File: src/rtl/dmem_arbiter_if.sv
// dmem_arbiter_if: core, debug and data-memory bus signals of the data-memory arbiter
//   core_*   : pipeline MEM-stage request, stall and load return
//   dbg_*    : debug/loader request, one-cycle grant and read return
//   mem_*    : single data-memory port with 1-cycle synchronous read latency
//   slave    : arbiter view; master: view of the surrounding core/debug/memory
interface dmem_arbiter_if;
    logic        core_req, core_we, core_stall, core_rvalid;
    logic [31:0] core_addr, core_wdata, core_rdata;
    logic [2:0]  core_funct3;
    logic        dbg_req, dbg_we, dbg_gnt, dbg_rvalid;
    logic [31:0] dbg_addr, dbg_wdata, dbg_rdata;
    logic        mem_en, mem_we;
    logic [31:0] mem_addr, mem_wdata, mem_rdata;
    logic [2:0]  mem_funct3;
    modport slave (
        input  core_req, core_we, core_addr, core_wdata, core_funct3,
        output core_stall, core_rvalid, core_rdata,
        input  dbg_req, dbg_we, dbg_addr, dbg_wdata,
        output dbg_gnt, dbg_rvalid, dbg_rdata,
        output mem_en, mem_we, mem_addr, mem_wdata, mem_funct3,
        input  mem_rdata
    );
    modport master (
        output core_req, core_we, core_addr, core_wdata, core_funct3,
        input  core_stall, core_rvalid, core_rdata,
        output dbg_req, dbg_we, dbg_addr, dbg_wdata,
        input  dbg_gnt, dbg_rvalid, dbg_rdata,
        input  mem_en, mem_we, mem_addr, mem_wdata, mem_funct3,
        output mem_rdata
    );
endinterface

File: src/rtl/dmem_arbiter.sv
// dmem_arbiter: shares one data-memory port between the core and a debug port
//   clk   : rising-edge clock
//   reset : asynchronous active-high reset
//   bus   : core request/stall/load return, debug request/grant/read return, memory port
module dmem_arbiter #(
    parameter int STARVE_MAX = 4
) (
    input  logic           clk,
    input  logic           reset,
    dmem_arbiter_if.slave  bus
);
    typedef enum logic [1:0] {IDLE, CORE_RD, DBG_RD} state_t;
    localparam logic [2:0] SMAX = 3'(STARVE_MAX);
    state_t      state;
    logic [2:0]  starve_cnt;
    logic [31:0] core_rdata_q, dbg_rdata_q;
    logic        idle, dbg_win;
    // dbg_win is only meaningful while idle; every use is gated by idle or mem_en
    always_comb begin
        idle            = state == IDLE && !reset;
        dbg_win         = bus.dbg_req && (!bus.core_req || starve_cnt == SMAX);
        bus.mem_en      = idle && (bus.core_req || bus.dbg_req);
        bus.dbg_gnt     = idle && dbg_win;
        bus.mem_we      = bus.mem_en && (dbg_win ? bus.dbg_we : bus.core_we);
        bus.mem_addr    = dbg_win ? bus.dbg_addr : bus.core_addr;
        bus.mem_wdata   = dbg_win ? bus.dbg_wdata : bus.core_wdata;
        bus.mem_funct3  = dbg_win ? 3'b010 : bus.core_funct3;
        bus.core_rvalid = state == CORE_RD;
        bus.dbg_rvalid  = state == DBG_RD;
        bus.core_rdata  = bus.core_rvalid ? bus.mem_rdata : core_rdata_q;
        bus.dbg_rdata   = bus.dbg_rvalid ? bus.mem_rdata : dbg_rdata_q;
        // a core store completes in its issue cycle; a core load is released in CORE_RD
        bus.core_stall  = !reset && bus.core_req &&
                          !((idle && !dbg_win && bus.core_we) || state == CORE_RD);
    end
    always_ff @(posedge clk or posedge reset) begin
        if (reset) begin
            state        <= IDLE;
            starve_cnt   <= '0;
            core_rdata_q <= '0;
            dbg_rdata_q  <= '0;
        end else begin
            starve_cnt <= bus.dbg_gnt ? 3'd0 :
                          (bus.dbg_req && starve_cnt < SMAX) ? starve_cnt + 3'd1 : starve_cnt;
            if (bus.core_rvalid) core_rdata_q <= bus.mem_rdata;
            if (bus.dbg_rvalid) dbg_rdata_q <= bus.mem_rdata;
            state <= (!bus.mem_en || bus.mem_we) ? IDLE : dbg_win ? DBG_RD : CORE_RD;
        end
    end
endmodule

File: src/flat_wrapper.sv
// flat-port wrapper written by rule: the top's interface ports become plain ports
module dmem_arbiter_flat 
#(
    parameter int STARVE_MAX = 4
)
  (clk, reset, bus_core_req, bus_core_we, bus_core_addr, bus_core_wdata, bus_core_funct3, bus_core_stall, bus_core_rvalid, bus_core_rdata, bus_dbg_req, bus_dbg_we, bus_dbg_addr, bus_dbg_wdata, bus_dbg_gnt, bus_dbg_rvalid, bus_dbg_rdata, bus_mem_en, bus_mem_we, bus_mem_addr, bus_mem_wdata, bus_mem_funct3, bus_mem_rdata);
  dmem_arbiter_if bus_i ();
  input  logic clk;
  input  logic reset;
  input wire logic [$bits(bus_i.core_req)-1:0] bus_core_req;
  input wire logic [$bits(bus_i.core_we)-1:0] bus_core_we;
  input wire logic [$bits(bus_i.core_addr)-1:0] bus_core_addr;
  input wire logic [$bits(bus_i.core_wdata)-1:0] bus_core_wdata;
  input wire logic [$bits(bus_i.core_funct3)-1:0] bus_core_funct3;
  output wire logic [$bits(bus_i.core_stall)-1:0] bus_core_stall;
  output wire logic [$bits(bus_i.core_rvalid)-1:0] bus_core_rvalid;
  output wire logic [$bits(bus_i.core_rdata)-1:0] bus_core_rdata;
  input wire logic [$bits(bus_i.dbg_req)-1:0] bus_dbg_req;
  input wire logic [$bits(bus_i.dbg_we)-1:0] bus_dbg_we;
  input wire logic [$bits(bus_i.dbg_addr)-1:0] bus_dbg_addr;
  input wire logic [$bits(bus_i.dbg_wdata)-1:0] bus_dbg_wdata;
  output wire logic [$bits(bus_i.dbg_gnt)-1:0] bus_dbg_gnt;
  output wire logic [$bits(bus_i.dbg_rvalid)-1:0] bus_dbg_rvalid;
  output wire logic [$bits(bus_i.dbg_rdata)-1:0] bus_dbg_rdata;
  output wire logic [$bits(bus_i.mem_en)-1:0] bus_mem_en;
  output wire logic [$bits(bus_i.mem_we)-1:0] bus_mem_we;
  output wire logic [$bits(bus_i.mem_addr)-1:0] bus_mem_addr;
  output wire logic [$bits(bus_i.mem_wdata)-1:0] bus_mem_wdata;
  output wire logic [$bits(bus_i.mem_funct3)-1:0] bus_mem_funct3;
  input wire logic [$bits(bus_i.mem_rdata)-1:0] bus_mem_rdata;
  assign bus_i.core_req = bus_core_req;
  assign bus_i.core_we = bus_core_we;
  assign bus_i.core_addr = bus_core_addr;
  assign bus_i.core_wdata = bus_core_wdata;
  assign bus_i.core_funct3 = bus_core_funct3;
  assign bus_core_stall = bus_i.core_stall;
  assign bus_core_rvalid = bus_i.core_rvalid;
  assign bus_core_rdata = bus_i.core_rdata;
  assign bus_i.dbg_req = bus_dbg_req;
  assign bus_i.dbg_we = bus_dbg_we;
  assign bus_i.dbg_addr = bus_dbg_addr;
  assign bus_i.dbg_wdata = bus_dbg_wdata;
  assign bus_dbg_gnt = bus_i.dbg_gnt;
  assign bus_dbg_rvalid = bus_i.dbg_rvalid;
  assign bus_dbg_rdata = bus_i.dbg_rdata;
  assign bus_mem_en = bus_i.mem_en;
  assign bus_mem_we = bus_i.mem_we;
  assign bus_mem_addr = bus_i.mem_addr;
  assign bus_mem_wdata = bus_i.mem_wdata;
  assign bus_mem_funct3 = bus_i.mem_funct3;
  assign bus_i.mem_rdata = bus_mem_rdata;
  dmem_arbiter #(.STARVE_MAX(STARVE_MAX)) u_core (.clk(clk), .reset(reset), .bus(bus_i));
endmodule
File: config.mk
export PLATFORM = sky130hd
export DESIGN_NAME = dmem_arbiter_flat
export DESIGN_NICKNAME = d
export VERILOG_FILES = /design/src/rtl/dmem_arbiter_if.sv /design/src/rtl/dmem_arbiter.sv /design/src/flat_wrapper.sv
export SDC_FILE = /design/constraint.sdc
export NUM_CORES = 1
export LEC_CHECK = 0
export CAP_MARGIN = 20
export CORE_AREA = 5 5 116 118
export CTS_CLUSTER_SIZE = 16
export DETAILED_ROUTE_END_ITERATION = 7
export DIE_AREA = 0 0 121 123
export GPL_TIMING_DRIVEN = 0
export PLACE_DENSITY_LB_ADDON = 0.12
export SLEW_MARGIN = 10
export SYNTH_ARGS = -nofsm -noshare
export SYNTH_HDL_FRONTEND = slang
export SYNTH_SLANG_ARGS = --single-unit
File: constraint.sdc
create_clock -name clk -period 6.8 [get_ports clk]
set_input_delay 1.02 -clock clk [delete_from_list [all_inputs] [get_ports clk]]
set_output_delay 1.02 -clock clk [all_outputs]
set_load 0.02 [all_outputs]
# After elaboration in Yosys (flattened, before gate mapping)
# Cells that the tools add are included.
[totals]
wordCells = 40
input_bits = 169
ff_bits = 69
out_inout_bits = 137
[classes]
n_eq_ne = 3
magnitude_cmp = 1
n_addsub = 1
n_reduce_logical = 21
mux = 10
[ops]
columns = ["operator", "count"]
rows = [
  ["$mux 32", 4],
  ["$logic_and 1x1->1", 10],
  ["$mux 3", 3],
  ["$logic_not 1->1", 5],
  ["$logic_or 1x1->1", 4],
  ["$mux 2", 2],
  ["$add 3x1->3 const B", 1],
  ["$eq 3x3->1 const B", 1],
  ["$lt 3x3->1 const B", 1],
  ["$eq 2x1->1 const B", 1],
  ["$eq 2x2->1 const B", 1],
  ["$logic_not 2->1", 1],
  ["$reduce_bool 2->1", 1],
  ["$mux 1", 1],
]

# Longest topological paths before layout
# Gate-level depths: netlist of run 1.
[depth]
word_depth = 9
depth_mapped = 7
depth_no_buf = 5

# Worst setup path after synthesis of run 1
# Ideal clock, no wire load.
[synth_path]
kind = "in2out"
from = "input port reset"
to = "output port bus_core_stall"
t_arrival_ns = 3.074
path_buffers = 0
required_time_ns = 5.780
stages = 3
path_slack_ns = 2.706
cell_sequence = "inv_1 -> nand2_1 -> a311oi_2"
[synth_between]
elab_chain_len = 7
word_cells_on_any_way = 8
cone_classes = "8 x reduce/logical"
[synth_rtl]
columns = ["element", "line_no", "text"]
rows = [
  ["from (decl)", "flat_wrapper.sv:9", "input logic reset;"],
  ["$logic_not 1->1 (*)", "dmem_arbiter.sv:20, dmem_arbiter.sv:33", ""],
  ["$logic_and 1x1->1", "dmem_arbiter.sv:20", "idle = state == IDLE && !reset;"],
  ["$logic_and 1x1->1 (2 in series)", "dmem_arbiter.sv:34", "!((idle && !dbg_win && bus.core_we) || state == CORE_RD);"],
  ["$logic_or 1x1->1", "dmem_arbiter.sv:34", ""],
  ["$logic_not 1->1", "dmem_arbiter.sv:34", ""],
  ["$logic_and 1x1->1 (*)", "dmem_arbiter.sv:33", "bus.core_stall = !reset && bus.core_req &&"],
  ["to (decl)", "flat_wrapper.sv:15", "output wire logic [$bits(bus_i.core_stall)-1:0] bus_core_stall;"],
]
# Mark *: on every way between the ends. The rest lies on a longest branch, timed or not.

# Worst setup path after layout of run 1
[layout_path]
from = "input port bus_core_req"
to = "output port bus_mem_addr[12]"
[layout_between]
elab_chain_len = 4
[layout_rtl]
columns = ["element", "line_no", "text"]
rows = [
  ["from (decl)", "flat_wrapper.sv:10", "input wire logic [$bits(bus_i.core_req)-1:0] bus_core_req;"],
  ["$logic_not 1->1", "dmem_arbiter.sv:21", "dbg_win = bus.dbg_req && (!bus.core_req || starve_cnt == SMAX);"],
  ["$logic_or 1x1->1", "dmem_arbiter.sv:21", ""],
  ["$logic_and 1x1->1", "dmem_arbiter.sv:21", ""],
  ["$mux 32", "dmem_arbiter.sv:25", "bus.mem_addr = dbg_win ? bus.dbg_addr : bus.core_addr;"],
  ["to (decl)", "flat_wrapper.sv:27", "output wire logic [$bits(bus_i.mem_addr)-1:0] bus_mem_addr;"],
]
# Every way passes these cells.

==> impl_metrics.ini, run 1 <==
[run_status]
outcome = complete, no violations

[timing]
highest_clock_rate_mhz = 238
fin_skew_ns = 0.00328
final.period_utilization = 0.617
maxSlewHeadroom = 0.736
timing.final.max_slew_violations = 0
tightestPinTransition_ns = 0.393
final_hold_viol_count = 0
layout_min_cycle_time_ns = 4.20
setup_repair_after_global_routing_missed_its_margin = false
setup_total_negative_slack_ns = 0
finalSetupViolCount = 0

[synth]
postSynthCellCount = 247
syn-mean-instance-area_um2 = 14.2
synth_fp_nets = 418
yosys.area.top_type_share = 0.491
synth.yosys.seq_area_share = 0.491
yosys_register_bits = 69
synth.yosys.warnings = 0
netlist-cell-type-count = 25
post_synth_instance_area_mm2 = 0.00352
yosys-top-cells-area = dfrtp_1 (49%), mux2_2 (39%), mux2_4 (2.1%)
synthDominantAreaCellType = dfrtp_1

[clock_network]
tritoncts = done
cts.reportedPaths.clkPinSlew_ns = 0.05
root_buffer_selected_by_cts = clkbuf_16
cts_buffers = 9
htreeDepth = 3
postCtsHoldBufs = 0
clock-sinks = 69
postCtsResizedCells = 0
post-cts-setup-buffer-count = 0
clk_latency_ns = 0.33
cts.path.max_buffers = 2

[grt]
global_router_s_overall_resource_usage = 0.179
wire_length_of_the_first_global_routing_pass_um = 20300
number_of_antenna_violations_at_the_first_check_in_global_routing = 0
number_of_global_route_vias_before_repair = 3674
grt_max_degree = 49
grt-ovfl-total = 0

[floorplanning]
die_h_um = 123
starting_density = 0.285
floorplan.rows = 41
core_mm2 = 0.0124
num_io_pins = 306
die_width_um = 121
die_area_mm2 = 0.0149

[hold_path]
hp-class = register to register

[route]
drt-vias-per-instance = 4.36
route.vias.total = 3223
detailroute.wirelength.met3_um = 1250
detailed_route_wire_length_on_metal_1_um = 5160
drcViolationCount = 0
antenna_left = 0
drt_first_pass_iters = 4
avgRoutedWirePerCell_um = 19.0
detailroute.wirelength.met2_um = 7500
wl_um = 14100
route.top_layer_used = met4
detailedRoute.firstIterationViolations = 96

[finish]
final_layout_size_suffix_gt1_frac = 0.290
num-fill-cells = 1032
layout.cells.most_common = clkdlybuf4s50_1
layout.area.seq_mm2 = 0.00173
layout-area-overhead-vs-synth_pct = 104
multi_input_area_mm2 = 0.00166
count_of_placed_standard_cells_in_the_final_layout_fillers_left_out = 740
highest_count_cells_in_the_layout_ignoring_fill_and_taps = clkdlybuf4s50_1 (305), mux2_2 (123), dfrtp_1 (69)
final_net_count = 735
antenna_cells = 0

[critical_path]
critPathArrivalTime_ns = 3.18
timing.critical_path.required_ns = 5.78
worst-path-max-fanout = 10
setup.worst_path.start_class = primary input
critPathKind = primary input to output pin
endpoint_kind = output pin

[pwr]
p_leak_nw = 2.92
power.density_mw_per_mm2 = 316
power.switching_fraction = 0.324
power.share.sequential = 0.267
peakVddDrop_v = 0.000123
switching_power_w = 0.000734
clock_power_share = 0.236
cell_internal_pwr_w = 0.00153
combPwrFrac = 0.497

[place]
hpwlAfterDp_um = 11900
port_buffers = 305
place.gp.congestion = 0.752
dp_cells = 725

[run]
max_cap_violations = 0
[registers in the layout (all words and copies together), names as in the netlist]
register,flops
u_core.core_rdata_q,32
u_core.dbg_rdata_q,32
u_core.starve_cnt,3
u_core.state,2
[worst max-delay path, cell delays in order]
cell and delay, ns:
clkdlybuf4s50_1 0.58, a21bo_4 0.28, nand2_4 0.11, buf_6 0.16, buf_6 0.16, mux2_4 0.31
clkdlybuf4s50_1 0.55
[cell families (layout without fill, tap and decap cells)]
family	after synthesis	in the layout	share of synthesized area
multiplexers	129	129	0.418
flip-flops	69	69	0.491
buffers and inverters	23	344	0.0373
AND/OR/NAND/NOR	18	18	0.0306
AO/OA/AOI/OAI	5	5	0.0142
adder cells (fa/ha/maj)	2	2	0.00711
XOR/XNOR	1	1	0.00249
[cells in the mapped netlist]
| cell | number |
|---|---|
| o21ai_0 | 1 |
| nand4_1 | 1 |
| buf_2 | 9 |
| nand2_1 | 3 |
| nand2b_1 | 2 |
| nor2b_1 | 3 |
| a21oi_1 | 1 |
| a21bo_4 | 1 |
| buf_4 | 5 |
| mux2i_1 | 1 |
| a311oi_2 | 1 |
| and2_1 | 2 |
| mux2_4 | 5 |
| mux2_2 | 123 |
| nor2_1 | 3 |
| dfrtp_1 | 69 |
| o2111ai_1 | 1 |
| ha_1 | 2 |
| nand2_4 | 1 |
| and3_1 | 1 |
| xnor2_1 | 1 |
| buf_6 | 2 |
| nor3b_2 | 1 |
| inv_1 | 7 |
| nor3_1 | 1 |
[power groups by stage]
stage	Combinational [W]	Sequential, W	Clock (W)
after floorplan	0.000582	0.000597	0
after global placement	0.00112	0.000604	0
after detailed placement	0.00114	0.000612	0
after CTS	0.00114	0.000606	0.000548
after global routing	0.00119	0.000621	0.000566
final	0.00113	0.000604	0.000536
[stage by stage]
step | instance area, um2 | util | power, W | hold WS [ns] | worst slack [ns]
after floorplan | 3520 | - | 0.00118 | 0.513 | 2.71
after global placement | 6790 | 0.549 | 0.00173 | 0.478 | 1.20
after detailed placement | 6820 | 0.551 | 0.00175 | 0.484 | 2.57
after CTS | 7160 | 0.579 | 0.00230 | 0.497 | 2.57
after global routing | 7160 | 0.579 | 0.00238 | 0.507 | 2.51
final | 7160 | 0.579 | 0.00227 | 0.493 | 2.60
[worst paths after layout]
path	startpoint	to	slack, ns	cells past startpoint
min reg2reg	u_core.core_rdata_q[3]	u_core.core_rdata_q[3]	0.49	1
max	bus_core_req	bus_mem_addr[12]	2.60	7
min	u_core.core_rdata_q[3]	u_core.core_rdata_q[3]	0.49	1
max reg2reg	u_core.starve_cnt[0]	u_core.state[0]	5.22	7
max in group asynchronous	reset	u_core.dbg_rdata_q[20]	5.22	3
min in group asynchronous	reset	u_core.dbg_rdata_q[29]	1.05	2
[metal layers]
layer | GRT usage | up-vias
met3 | 0.0677 | 11
li1 | - | 1506
met2 | 0.318 | 153
met5 | 0 | -
met1 | 0.203 | 1553
met4 | 0.0482 | 0
[layout make-up]
type                    instances  share of cell area
repair buffers                306               0.430
flip-flops and latches         69               0.241
multi-input cells             155               0.232
clock buffers                  10              0.0334
well taps                     172              0.0300
clock inverters                 5              0.0148
plain buffers                  16              0.0147
inverters                       7             0.00402
(Power assumes the default switching activity.)
==> run 2, diff against run 1 <==
--- a/config.mk
+++ b/config.mk
@@ -6,10 +6,10 @@
 export NUM_CORES = 1
 export LEC_CHECK = 0
 export CAP_MARGIN = 20
-export CORE_AREA = 5 5 116 118
+export CORE_MARGIN = 5
+export CORE_UTILIZATION = 29
 export CTS_CLUSTER_SIZE = 16
 export DETAILED_ROUTE_END_ITERATION = 7
-export DIE_AREA = 0 0 121 123
 export GPL_TIMING_DRIVEN = 0
 export PLACE_DENSITY_LB_ADDON = 0.12
 export SLEW_MARGIN = 10
==> constraint.sdc (replaced) <==
create_clock -name clk -period 3.72 [get_ports clk]
set_input_delay 0.558 -clock clk [delete_from_list [all_inputs] [get_ports clk]]
set_output_delay 0.558 -clock clk [all_outputs]
set_load 0.02 [all_outputs]
==> run 2 against run 1 <==
Compared with the run above:
- combinational power rose by 83%
- clock skew rose by 0.0031 ns
- total power increased by 78%
- routed wire length increased by 3.5%
==> impl_metrics.ini, run 2 (synthesized netlist as in run 1, its figures left out) <==
[timing]
finalWorstSetupSlack_ns = 0.486
tightestPinTransition_ns = 0.460
timing.final.max_slew_violations = 0
highest_clock_rate_mhz = 309
final_hold_viol_count = 0
fin_skew_ns = 0.00637
maxSlewHeadroom = 0.693
setup_repair_after_global_routing_missed_its_margin = false
final.period_utilization = 0.869
layout_min_cycle_time_ns = 3.23
finalSetupViolCount = 0

[run_status]
outcome = complete, no violations

[clock_network]
clk_latency_ns = 0.32
cts.reportedPaths.clkPinSlew_ns = 0.06
postCtsHoldBufs = 0
root_buffer_selected_by_cts = clkbuf_16
tritoncts = done
cts_buffers = 9
postCtsResizedCells = 0
htreeDepth = 3
cts.path.max_buffers = 2
clock-sinks = 69
post-cts-setup-buffer-count = 0

[pwr]
p_leak_nw = 2.89
power.density_mw_per_mm2 = 568
cell_internal_pwr_w = 0.00265
combPwrFrac = 0.514
peakVddDrop_v = 0.000263
switching_power_w = 0.00137
clock_power_share = 0.211
power.switching_fraction = 0.341
power.share.sequential = 0.275

[route]
antenna_left = 0
route.vias.total = 3233
detailedRoute.firstIterationViolations = 151
drcViolationCount = 0
avgRoutedWirePerCell_um = 20.4
drt_first_pass_iters = 4
wl_um = 14600
drt-vias-per-instance = 4.52

[floorplanning]
num_io_pins = 306
floorplan.rows = 40
die_area_mm2 = 0.0144
core_mm2 = 0.0120
die_h_um = 120
die_width_um = 120
starting_density = 0.294

[hold_path]
hp-class = register to register

[grt]
grt_max_degree = 37
number_of_antenna_violations_at_the_first_check_in_global_routing = 0
number_of_global_route_vias_before_repair = 3618
met1_usage = 0.223
busiest_layer_in_global_routing = met2
global_router_s_overall_resource_usage = 0.196
groute.layer.met2.usage = 0.341
grt-ovfl-total = 0
wire_length_of_the_first_global_routing_pass_um = 21200
grt_util_met3 = 0.0693

[critical_path]
timing.critical_path.required_ns = 3.16
critPathSlowestCell = clkdlybuf4s50_1
setup.worst_path.start_class = primary input
worst-path-max-fanout = 10
endpoint_kind = output pin
timing.critical_path.slowest_cell_delay_ns = 0.59
critical_path_buf_inv_count = 4
timing.critical_path.cells = clkdlybuf4s50_1, a21bo_4, nand2_4, buf_6, buf_6, mux2_4, clkdlybuf4s50_1
path_delay_family = buffers and inverters
critPathArrivalTime_ns = 2.68
critPathKind = primary input to output pin

[finish]
antenna_cells = 0
final_area_mm2 = 0.00708
reg_top3 = u_core.core_rdata_q: 32 flops, u_core.dbg_rdata_q: 32 flops, u_core.starve_cnt: 3 flops
layout.cells.most_common = clkdlybuf4s50_1
final_net_count = 735
highest_count_cells_in_the_layout_ignoring_fill_and_taps = clkdlybuf4s50_1 (305), mux2_2 (123), dfrtp_1 (69)
layout-area-overhead-vs-synth_pct = 101
final_layout_size_suffix_gt1_frac = 0.292
postLayoutCoreUtil = 0.592

[run]
max_cap_violations = 0

[place]
placement.setup.worst_slack_ns = 0.472
placement.cell_area_mm2 = 0.00678
hpwlAfterDp_um = 12500
port_buffers = 305
place.gp.congestion = 0.921
## run 2: cell types whose count changed in the layout (fill, tap and decap cells not counted), sizes merged
cell,change
bufinv,-2
clkbuf,-1
clkinv,+4
## run 2: area by class of cell
class	instances	area, um2
Clock buffer	9	225
Inverter	7	28.8
Clock inverter	7	73.8
Multi-Input combinational cell	155	1660
Buffer	16	105
Sequential cell	69	1730
Timing Repair Buffer	306	3070
Fill cell	1032	4880
Tap cell	147	184
## run 2: final timing paths
check	start	endpoint	slack [ns]	cells after the start
hold / removal	u_core.dbg_rdata_q[24]	u_core.dbg_rdata_q[24]	0.49	1
hold reg to reg	u_core.dbg_rdata_q[24]	u_core.dbg_rdata_q[24]	0.49	1
max in group asynchronous	reset	u_core.core_rdata_q[0]	2.52	3
setup reg to reg	u_core.starve_cnt[0]	u_core.state[0]	2.13	7
min in group asynchronous	reset	u_core.dbg_rdata_q[30]	0.66	2
setup / recovery	bus_core_req	bus_mem_addr[14]	0.49	7
## run 2: per-layer routing
metal  vias to the layer above  wire [um]
met5                         -          0
met2                       163       7500
met3                        15       1450
li1                       1511          -
met1                      1544       5280
met4                         0        345
## run 2: through the flow
| stage | std cells | power (W) | hold slack [ns] | TNS [ns] |
|---|---|---|---|---|
| CTS | 716 | 0.00408 | 0.495 | 0 |
| global placement | 699 | 0.00317 | 0.478 | -1.07 |
| floorplan | 247 | 0.00216 | 0.513 | 0 |
| detailed placement | 700 | 0.00322 | 0.481 | 0 |
| global route | 716 | 0.00422 | 0.506 | 0 |
| finish | 716 | 0.00402 | 0.492 | 0 |
## run 2: power by group through the flow
stage / clock network [W] / logic (W) / registers [W]
detailed placement: 0 / 0.00210 / 0.00112
global route: 0.000908 / 0.00218 / 0.00113
global placement: 0 / 0.00207 / 0.00110
finish: 0.000849 / 0.00207 / 0.00110
CTS: 0.000874 / 0.00210 / 0.00111
floorplan: 0 / 0.00106 / 0.00109
## run 2: worst register-to-register path, cell delays in order (launching register included)
cell and delay, ns:
dfrtp_1 0.38, inv_1 0.06, ha_1 0.23, a21bo_4 0.24, nand2_4 0.11, buf_6 0.16, buf_6 0.17, nor3b_2 0.17
==> run 3, diff against run 2 <==
--- a/config.mk
+++ b/config.mk
@@ -7,7 +7,8 @@
 export LEC_CHECK = 0
 export CAP_MARGIN = 20
 export CORE_MARGIN = 5
-export CORE_UTILIZATION = 29
+export CORE_UTILIZATION = 30
+export CTS_BUF_LIST = sky130_fd_sc_hd__clkbuf_2
 export CTS_CLUSTER_SIZE = 16
 export DETAILED_ROUTE_END_ITERATION = 7
 export GPL_TIMING_DRIVEN = 0
==> run 3 against run 2 <==
Compared with the run above:
- sequential share of layout area up 0.56 points
- register-to-register slack about the same
- critical path type is now register to output pin
- count of clock-buffer cells in the layout increased by 1
- utilization grew 1.2 points
- combinational power about the same
- routed wire length is 0.12% lower
- die area down 3.1%
- worst hold slack worse by 0.13 ns
- cell area is 2.3% lower
- critical path depth unchanged
==> impl_metrics.ini, run 3 (synthesized netlist as in run 1, its figures left out) <==
[pwr]
power.density_mw_per_mm2 = 529
p_leak_nw = 2.84
peakVddDrop_v = 0.000323
clock_power_share = 0.135
cell_internal_pwr_w = 0.00235
power.share.sequential = 0.300
power.switching_fraction = 0.358
combPwrFrac = 0.565
switching_power_w = 0.00131

[finish]
final_layout_size_suffix_gt1_frac = 0.290
layout.area.seq_mm2 = 0.00173
final_net_count = 735
multi_input_area_mm2 = 0.00166
postLayoutCoreUtil = 0.603
highest_count_cells_in_the_layout_ignoring_fill_and_taps = clkdlybuf4s50_1 (305), mux2_2 (123), dfrtp_1 (69)
num-fill-cells = 952
reg_top3 = u_core.core_rdata_q: 32 flops, u_core.dbg_rdata_q: 32 flops, u_core.starve_cnt: 3 flops
antenna_cells = 0
layout-area-overhead-vs-synth_pct = 96.6
layout.cells.most_common = clkdlybuf4s50_1

[timing]
final_hold_viol_count = 0
fin_skew_ns = 0.0337
hold_slack_ns = 0.363
layout_min_cycle_time_ns = 3.27
setup_total_negative_slack_ns = 0
finalSetupViolCount = 0
final.period_utilization = 0.880
highest_clock_rate_mhz = 305
maxSlewHeadroom = 0.725
finalWorstSetupSlack_ns = 0.445
setup_repair_after_global_routing_missed_its_margin = false
tightestPinTransition_ns = 0.411
timing.final.max_slew_violations = 0

[critical_path]
number_of_logic_stages_on_the_critical_path_including_buffering = 7
timing.critical_path.slowest_cell_delay_ns = 0.65
critical_path_buf_inv_count = 3
rr_worst_depth = 7
endpoint_kind = output pin
path_delay_family = buffers and inverters
worst-path-max-fanout = 10
critPathSlowestCell = clkdlybuf4s50_1
timing.critical_path.required_ns = 3.16
setup.worst_path.start_class = register
critPathKind = register to output pin
critPathArrivalTime_ns = 2.72
timing.critical_path.cells = inv_1, ha_1, a21bo_4, nand2_4, buf_4, mux2_2, clkdlybuf4s50_1

[floorplanning]
die_width_um = 118
floorplan.rows = 39
starting_density = 0.307
core_mm2 = 0.0115
die_h_um = 118
num_io_pins = 306
die_area_mm2 = 0.0140

[grt]
grt_max_degree = 57
number_of_global_route_vias_before_repair = 3660
wire_length_of_the_first_global_routing_pass_um = 22000
number_of_antenna_violations_at_the_first_check_in_global_routing = 0
global_router_s_overall_resource_usage = 0.203
grt-ovfl-total = 0

[route]
antenna_left = 0
drcViolationCount = 0
avgRoutedWirePerCell_um = 20.4
drt_first_pass_iters = 4
detailedRoute.firstIterationViolations = 103
wl_um = 14600
drt-vias-per-instance = 4.53
route.vias.total = 3223

[clock_network]
clock-sinks = 69
cts_buffers = 9
cts.reportedPaths.clkPinSlew_ns = 0.18
htreeDepth = 3
post-cts-setup-buffer-count = 0
tritoncts = done
postCtsHoldBufs = 0
cts.path.max_buffers = 2
root_buffer_selected_by_cts = clkbuf_2
clk_latency_ns = 0.50
postCtsResizedCells = 0

[hold_path]
hp-class = primary input to async pin

[place]
placement.setup.worst_slack_ns = 0.460
hpwlAfterDp_um = 12500
place.gp.congestion = 0.886
port_buffers = 305

[run]
max_cap_violations = 0

[run_status]
outcome = complete, no violations
[run 3: changes by cell type in the layout (fill, tap and decap cells not counted), sizes merged]
cell | previous run | this run
clkinvlp | 1 | 0
clkinv | 4 | 3
clkbuf | 9 | 10
bufinv | 1 | 2
[run 3: final timing paths]
check	from	end	slack [ns]
max	u_core.starve_cnt[0]	bus_mem_wdata[28]	0.45
min	reset	u_core.core_rdata_q[4]	0.36
max reg2reg	u_core.starve_cnt[0]	u_core.state[0]	2.13
min reg2reg	u_core.dbg_rdata_q[0]	u_core.dbg_rdata_q[0]	0.52
max in group asynchronous	reset	u_core.dbg_rdata_q[5]	2.83
min in group clk	u_core.dbg_rdata_q[0]	u_core.dbg_rdata_q[0]	0.52
[run 3: layout make-up]
type / instances / area share
repair buffers: 306 / 0.445
flip-flops and latches: 69 / 0.250
multi-input cells: 155 / 0.240
well taps: 143 / 0.0259
plain buffers: 16 / 0.0152
clock inverters: 6 / 0.0125
clock buffers: 10 / 0.00723
inverters: 7 / 0.00416
[run 3: worst reg2reg max path, delay by kind of cell (launching register included)]
| family | cells | cell delay (ns) |
|---|---|---|
| simple gates | 2 | 0.26 |
| buf+inv | 3 | 0.39 |
| fa+ha+maj | 1 | 0.22 |
| flops | 1 | 0.42 |
| compound gates | 1 | 0.24 |
[run 3: per-layer routing]
layer  vias to the layer above  wire (um)  GRT usage
li1                       1502          -          -
met1                      1545       5170      0.217
met2                       157       7620      0.365
met3                        19       1370     0.0845
met4                         0        400     0.0609
met5                         -          0          0
[run 3: stage by stage]
step	total power, W	area [um2]	cells
final	0.00366	6920	712
after global routing	0.00386	6920	712
after CTS	0.00372	6920	712
after detailed placement	0.00321	6780	696
after global placement	0.00317	6750	695
after floorplan	0.00216	3520	247
[run 3: power groups by stage]
stage	Clock [W]	Combinational (W)	Sequential, W
floorplan	0	0.00106	0.00109
global placement	0	0.00206	0.00110
detailed placement	0	0.00209	0.00112
CTS	0.000517	0.00210	0.00110
global route	0.000548	0.00219	0.00112
finish	0.000495	0.00207	0.00110
